===== config.mk =====
export PLATFORM = sky130hd
export DESIGN_NAME = law_check_sequencer_flat
export DESIGN_NICKNAME = d
export VERILOG_FILES = /design/src/rtl/law_check_sequencer_pkg.sv /design/src/rtl/law_check_sequencer_if.sv /design/src/rtl/law_check_sequencer_law_cmp.sv /design/src/rtl/law_check_sequencer.sv /design/src/flat_wrapper.sv
export SDC_FILE = /design/constraint.sdc
export NUM_CORES = 1
export LEC_CHECK = 0
export CORE_MARGIN = 3
export CORE_UTILIZATION = 54
export DETAILED_ROUTE_END_ITERATION = 8
export HOLD_SLACK_MARGIN = 0.03
export PLACE_DENSITY = 0.93
export SYNTH_ARGS = -nofsm -noshare
export SYNTH_HDL_FRONTEND = slang
export SYNTH_SLANG_ARGS = --single-unit

===== constraint.sdc =====
create_clock -name clk -period 2.7 [get_ports clk]
set_input_delay 0.405 -clock clk [delete_from_list [all_inputs] [get_ports clk]]
set_output_delay 0.405 -clock clk [all_outputs]
set_load 0.02 [all_outputs]

===== src/rtl/law_check_sequencer_pkg.sv =====
// Shared state encoding and default sizing for the Boolean-law check sequencer.
package law_check_sequencer_pkg;

    localparam int unsigned DEF_N_IN   = 2;
    localparam int unsigned DEF_N_LAW  = 2;
    localparam int unsigned DEF_SETTLE = 1;
    // Settle counter width covers the legal SETTLE range 1..15
    localparam int unsigned WAIT_W     = 4;

    typedef enum logic [1:0] {
        S_IDLE   = 2'd0,
        S_SETTLE = 2'd1,
        S_SAMPLE = 2'd2,
        S_DONE   = 2'd3
    } state_t;

endpackage


===== src/rtl/law_check_sequencer_if.sv =====
// Datapath drive/sample and result bus between the sequencer and its surroundings.
interface law_check_sequencer_if
    import law_check_sequencer_pkg::*;
#(
    parameter int unsigned N_IN  = DEF_N_IN,
    parameter int unsigned N_LAW = DEF_N_LAW
);
    logic             start;
    logic [N_IN-1:0]  vec;
    logic [N_LAW-1:0] lhs;
    logic [N_LAW-1:0] rhs;
    logic             busy;
    logic             done;
    logic             pass;
    logic [N_IN:0]    err_cnt;
    logic             fail_valid;
    logic [N_IN-1:0]  fail_vec;
    logic [N_LAW-1:0] fail_law;

    modport master (
        output start, lhs, rhs,
        input  vec, busy, done, pass, err_cnt, fail_valid, fail_vec, fail_law
    );

    modport slave (
        input  start, lhs, rhs,
        output vec, busy, done, pass, err_cnt, fail_valid, fail_vec, fail_law
    );
endinterface


===== src/rtl/law_check_sequencer_law_cmp.sv =====
// Combinational LHS/RHS comparator: per-law mismatch mask plus an any-mismatch flag.
module law_cmp
    import law_check_sequencer_pkg::*;
#(
    parameter int unsigned N_LAW = DEF_N_LAW
) (
    input  logic [N_LAW-1:0] i_lhs,
    input  logic [N_LAW-1:0] i_rhs,
    output logic [N_LAW-1:0] o_mis_c,
    output logic             o_any_mis_c
);
    assign o_mis_c     = i_lhs ^ i_rhs;
    assign o_any_mis_c = |o_mis_c;
endmodule


===== src/rtl/law_check_sequencer.sv =====
// Walks every input vector through a combinational law datapath, counting
// LHS/RHS mismatches and capturing the first failing vector.
module law_check_sequencer
    import law_check_sequencer_pkg::*;
#(
    parameter int unsigned N_IN   = DEF_N_IN,
    parameter int unsigned N_LAW  = DEF_N_LAW,
    parameter int unsigned SETTLE = DEF_SETTLE
) (
    input  logic                 clk,
    input  logic                 rst,
    law_check_sequencer_if.slave bus
);
    localparam int unsigned ERR_W = N_IN + 1;

    state_t             r_state, w_state;
    logic [N_IN-1:0]    r_vec, w_vec;
    logic [WAIT_W-1:0]  r_wait, w_wait;
    logic               r_busy, w_busy;
    logic               r_done, w_done;
    logic               r_pass, w_pass;
    logic [ERR_W-1:0]   r_err, w_err;
    logic               r_fv, w_fv;
    logic [N_IN-1:0]    r_fvec, w_fvec;
    logic [N_LAW-1:0]   r_flaw, w_flaw;
    logic [N_LAW-1:0]   w_mis;
    logic               w_any_mis;

    law_cmp #(.N_LAW(N_LAW)) u_law_cmp (
        .i_lhs       (bus.lhs),
        .i_rhs       (bus.rhs),
        .o_mis_c     (w_mis),
        .o_any_mis_c (w_any_mis)
    );

    // Next-state and next-result logic
    always_comb begin
        w_state = r_state;
        w_vec   = r_vec;
        w_wait  = r_wait;
        w_pass  = r_pass;
        w_err   = r_err;
        w_fv    = r_fv;
        w_fvec  = r_fvec;
        w_flaw  = r_flaw;
        case (r_state)
            S_IDLE: begin
                if (bus.start) begin
                    w_vec   = '0;
                    w_wait  = '0;
                    w_err   = '0;
                    w_fv    = 1'b0;
                    w_fvec  = '0;
                    w_flaw  = '0;
                    w_pass  = 1'b0;
                    w_state = S_SETTLE;
                end
            end
            S_SETTLE: begin
                if (r_wait == WAIT_W'(SETTLE - 1)) begin
                    w_state = S_SAMPLE;
                end else begin
                    w_wait = r_wait + WAIT_W'(1);
                end
            end
            S_SAMPLE: begin
                if (w_any_mis) begin
                    w_err = r_err + ERR_W'(1);
                end
                // Only the first failure of a run is captured
                if (w_any_mis && !r_fv) begin
                    w_fv   = 1'b1;
                    w_fvec = r_vec;
                    w_flaw = w_mis;
                end
                if (r_vec == '1) begin
                    w_pass  = (r_err == '0) && !w_any_mis;
                    w_state = S_DONE;
                end else begin
                    w_vec   = r_vec + N_IN'(1);
                    w_wait  = '0;
                    w_state = S_SETTLE;
                end
            end
            S_DONE: begin
                w_state = S_IDLE;
            end
            default: begin
                w_state = S_IDLE;
            end
        endcase
        w_busy = (w_state == S_SETTLE) || (w_state == S_SAMPLE);
        w_done = (w_state == S_DONE);
    end

    always_ff @(posedge clk or posedge rst) begin
        if (rst) begin
            r_state <= S_IDLE;
            r_vec   <= '0;
            r_wait  <= '0;
            r_busy  <= 1'b0;
            r_done  <= 1'b0;
            r_pass  <= 1'b0;
            r_err   <= '0;
            r_fv    <= 1'b0;
            r_fvec  <= '0;
            r_flaw  <= '0;
        end else begin
            r_state <= w_state;
            r_vec   <= w_vec;
            r_wait  <= w_wait;
            r_busy  <= w_busy;
            r_done  <= w_done;
            r_pass  <= w_pass;
            r_err   <= w_err;
            r_fv    <= w_fv;
            r_fvec  <= w_fvec;
            r_flaw  <= w_flaw;
        end
    end

    assign bus.vec        = r_vec;
    assign bus.busy       = r_busy;
    assign bus.done       = r_done;
    assign bus.pass       = r_pass;
    assign bus.err_cnt    = r_err;
    assign bus.fail_valid = r_fv;
    assign bus.fail_vec   = r_fvec;
    assign bus.fail_law   = r_flaw;
endmodule


===== src/flat_wrapper.sv =====
// flat-port wrapper written by rule: the top's interface ports become plain ports
module law_check_sequencer_flat import law_check_sequencer_pkg::*;
#(
    parameter int unsigned N_IN   = DEF_N_IN,
    parameter int unsigned N_LAW  = DEF_N_LAW,
    parameter int unsigned SETTLE = DEF_SETTLE
)
  (clk, rst, bus_start, bus_lhs, bus_rhs, bus_vec, bus_busy, bus_done, bus_pass, bus_err_cnt, bus_fail_valid, bus_fail_vec, bus_fail_law);
  law_check_sequencer_if #(.N_IN(N_IN), .N_LAW(N_LAW)) bus_i ();
  input  logic clk;
  input  logic rst;
  input wire logic [$bits(bus_i.start)-1:0] bus_start;
  input wire logic [$bits(bus_i.lhs)-1:0] bus_lhs;
  input wire logic [$bits(bus_i.rhs)-1:0] bus_rhs;
  output wire logic [$bits(bus_i.vec)-1:0] bus_vec;
  output wire logic [$bits(bus_i.busy)-1:0] bus_busy;
  output wire logic [$bits(bus_i.done)-1:0] bus_done;
  output wire logic [$bits(bus_i.pass)-1:0] bus_pass;
  output wire logic [$bits(bus_i.err_cnt)-1:0] bus_err_cnt;
  output wire logic [$bits(bus_i.fail_valid)-1:0] bus_fail_valid;
  output wire logic [$bits(bus_i.fail_vec)-1:0] bus_fail_vec;
  output wire logic [$bits(bus_i.fail_law)-1:0] bus_fail_law;
  assign bus_i.start = bus_start;
  assign bus_i.lhs = bus_lhs;
  assign bus_i.rhs = bus_rhs;
  assign bus_vec = bus_i.vec;
  assign bus_busy = bus_i.busy;
  assign bus_done = bus_i.done;
  assign bus_pass = bus_i.pass;
  assign bus_err_cnt = bus_i.err_cnt;
  assign bus_fail_valid = bus_i.fail_valid;
  assign bus_fail_vec = bus_i.fail_vec;
  assign bus_fail_law = bus_i.fail_law;
  law_check_sequencer #(.N_IN(N_IN), .N_LAW(N_LAW), .SETTLE(SETTLE)) u_core (.clk(clk), .rst(rst), .bus(bus_i));
endmodule

==> flow_metrics.tcl <==
set metrics [dict create \
    synth-compound-area-share_pct 17.8 \
    ctsHtreeMaxLevel 1 \
    synth.avg_cell_area_sq_um 10.8 \
    die_y_um 50.4 \
    fin_skew_ps 2.00 \
    vias 841 \
    area_growth_pct 21.6 \
    worst_setup_path_end_kind "output port" \
    synth_fp_nets 112 \
    cellPowerDensity_nw_per_um2 932 \
    max-clock-path-buffers 2 \
    reg2reg_depth 6 \
    pwr-share-seq_pct 42.5 \
    grt_max_degree 20 \
    synthArstFlopShare_pct 100 \
    dpl-instance-area_sq_um 1270 \
    final_nets 133 \
    hp-class "input pin to asynchronous set/reset pin" \
    initial_utilization_pct 59.2 \
    dp_cells 140 \
    antenna_found_initial 0 \
    timing.fmax_ghz 0.556 \
    synth_edf_count 0 \
    fp-row-count 15 \
    synth_area_leader_cell "dfrtp_1" \
    numCtsBuffers 3 \
    slowest_stage "clkdlybuf4s50_1" \
    vias_per_cell 5.84 \
    final-instance-count-excl-fill 144 \
    setup_viol 0 \
    path_class "flop to output port" \
    setup_ws_ps 902 \
    crit_family "buffers and inverters" \
    ctsResizeCount 0 \
    yosysMostFrequentCell "dfrtp_1" \
    cts_tree "built" \
    grt.overflow.total 0 \
    die_w_um 50.4 \
    critPathBufInv 1 \
    p_int_uw 713 \
    drtAntennaViolNets 0 \
    yosysWarnings 0 \
    maxSlewViolCount 0 \
    status "complete, no violations" \
    max_stage_delay_ps 640 \
    max_cap_violations 0 \
    utilization_pct 71.9 \
    clkTransAtPathRegs_ps 100 \
    relSlewSlack_pct 52.3 \
    synthSimpleGateAreaFrac_pct 18.8 \
    synthTopCellsByArea "dfrtp_1 45%, ha_1 7.0%, mux2i_1 3.8%" \
    cp_max_fo 6 \
    ys_seq_area_share_pct 44.6 \
    syn_inst 99 \
    rrSetupSlack_ps 910 \
    ys_ff_latch 19 \
    rr_startpoint "u_core.r_wait[0]$_DFFE_PP0P_" \
    synth.distinct_cells 38 \
    synth_top_area_share_pct 44.6 \
    start_kind "flop" \
    drcViolationCount 0 \
    synth-adder-area-share_pct 7.04 \
    min_period_over_period_pct 66.6 \
    drt_wl_total_um 2270 \
    first_pass_iters 4 \
    post-place-ws_ps 715 \
    grt_setup_unrepaired "false" \
    gp_congestion 0.770 \
    ctsHoldBuffers 0 \
    grt_usage_pct 20.2 \
    synth_common_cells "19 x dfrtp_1, 9 x inv_1, 8 x nand2_1, 6 x ha_1, 5 x o21ai_0" \
    routedWlPerCell_um 15.8 \
    cts_setup_buffers 0 \
    arrival_ps 1390 \
    tightest_slew_ps 715 \
    tns_ps 0 \
    fin_area_sq_um 1300 \
    path_cells "clkdlybuf4s50_1" \
    grt_pass1_wl_um 3800 \
    comb_power_share_pct 45.7 \
    cp.required_ps 2300 \
    synth_mux_area_share_pct 3.76 \
    synth-xor-area-share_pct 3.17 \
    hpwl_um 1720 \
    layout_min_cycle_time_ps 1800 \
    clock-sinks 19 \
    cts_root_buffer "clkbuf_4" \
    insertion_delay_ps 290 \
    first_global_vias 848 \
    switching_share_pct 41.0 \
    io_pins 20 \
    drtIter0Drc 30 \
    r2r_end "u_core.bus.busy$_DFF_PP0_" \
    portBuffers 19 \
    dieArea_sq_um 2540 \
    peakVddDrop_v 0.000650 \
    p_switching_uw 496 \
    synth_ff_type "dfrtp_1" \
    fillers 133 \
    synth_top_family_by_area "simple AND/OR/NAND/NOR gates" \
    clkPwrFrac_pct 11.8 \
    syn_area_sq_um 1070 \
    hold_viol_final 0 \
    fp.coreArea_sq_um 1800 \
    diodes 0 \
    p_leak_uw 0.000569 \
    drive_gt1_share_pct 8.40 \
]
## metal layers
layer  up-vias  track usage [%]  wire [um]
met2        35             33.0       1100
met1       400             23.9        944
met4         0             13.9        103
met5         -                0          0
li1        396                -          -
met3        10             3.56        124
## cells by family after synthesis
family / count (synthesis)
AO/OA/AOI/OAI: 24
XOR/XNOR: 3
adder cells (fa/ha/maj): 6
buffers and inverters: 12
flip-flops: 19
multiplexers: 4
AND/OR/NAND/NOR: 31
## power groups by stage
stage,sequential [uW],combinational (uW),clock (uW)
2_1_floorplan,543,296,0
3_3_place_gp,505,529,0
3_5_place_dp,515,557,0
4_1_cts,510,558,147
5_1_grt,528,597,157
6_report,513,552,143
## worst max path at each step
stage	from	endpoint	slack, ps	cells past startpoint
after global placement	bus_lhs[0]	u_core.bus.fail_law[0]$_DFFE_PP0P_	800	4
final	u_core.bus.err_cnt[0]$_DFFE_PP0P_	bus_err_cnt[0]	900	1
after global routing	u_core.r_wait[0]$_DFFE_PP0P_	u_core.bus.busy$_DFF_PP0_	810	6
after floorplan	u_core.r_wait[0]$_DFFE_PP0P_	u_core.bus.busy$_DFF_PP0_	1070	6
after detailed placement	bus_lhs[0]	u_core.bus.fail_law[1]$_DFFE_PP0P_	710	4
after CTS	u_core.r_wait[0]$_DFFE_PP0P_	u_core.bus.busy$_DFF_PP0_	890	6
## layout make-up
type | count | area, sq um | area share (%)
inverters | 9 | 33.8 | 2.61
well taps | 25 | 31.3 | 2.41
clock buffers | 4 | 26.3 | 2.03
multi-input cells | 68 | 539 | 41.6
flip-flops and latches | 19 | 475 | 36.7
repair buffers | 19 | 190 | 14.7
## sequential cells by signal, indices dropped and copies added (netlist names), 2 cells and up
signal,flops
u_core.r_wait,4
u_core.bus.err_cnt,3
u_core.bus.fail_law,2
u_core.bus.fail_vec,2
u_core.bus.vec,2
u_core.r_state,2
## cell usage in the layout (no fill, tap or decap), types with 2 or more instances in the layout
cell type | synthesis | routed
clkdlybuf4s50_1 | 0 | 19
dfrtp_1 | 19 | 19
inv_1 | 9 | 9
nand2_1 | 8 | 8
ha_1 | 6 | 6
o21ai_0 | 5 | 5
nand2b_1 | 4 | 4
o22ai_1 | 4 | 4
mux2i_1 | 4 | 4
nor3_1 | 4 | 4
clkbuf_4 | 0 | 3
nor3b_1 | 2 | 2
or3b_1 | 2 | 2
a22o_1 | 2 | 2
a32o_1 | 2 | 2
o31ai_1 | 2 | 2
a221o_1 | 2 | 2
## stage by stage
step	power [uW]	hold slack [ps]
3_5_place_dp	1070	523
6_report	1210	519
3_3_place_gp	1030	505
2_1_floorplan	840	356
4_1_cts	1210	542
5_1_grt	1280	573
Power figures use the tool's default switching activity.
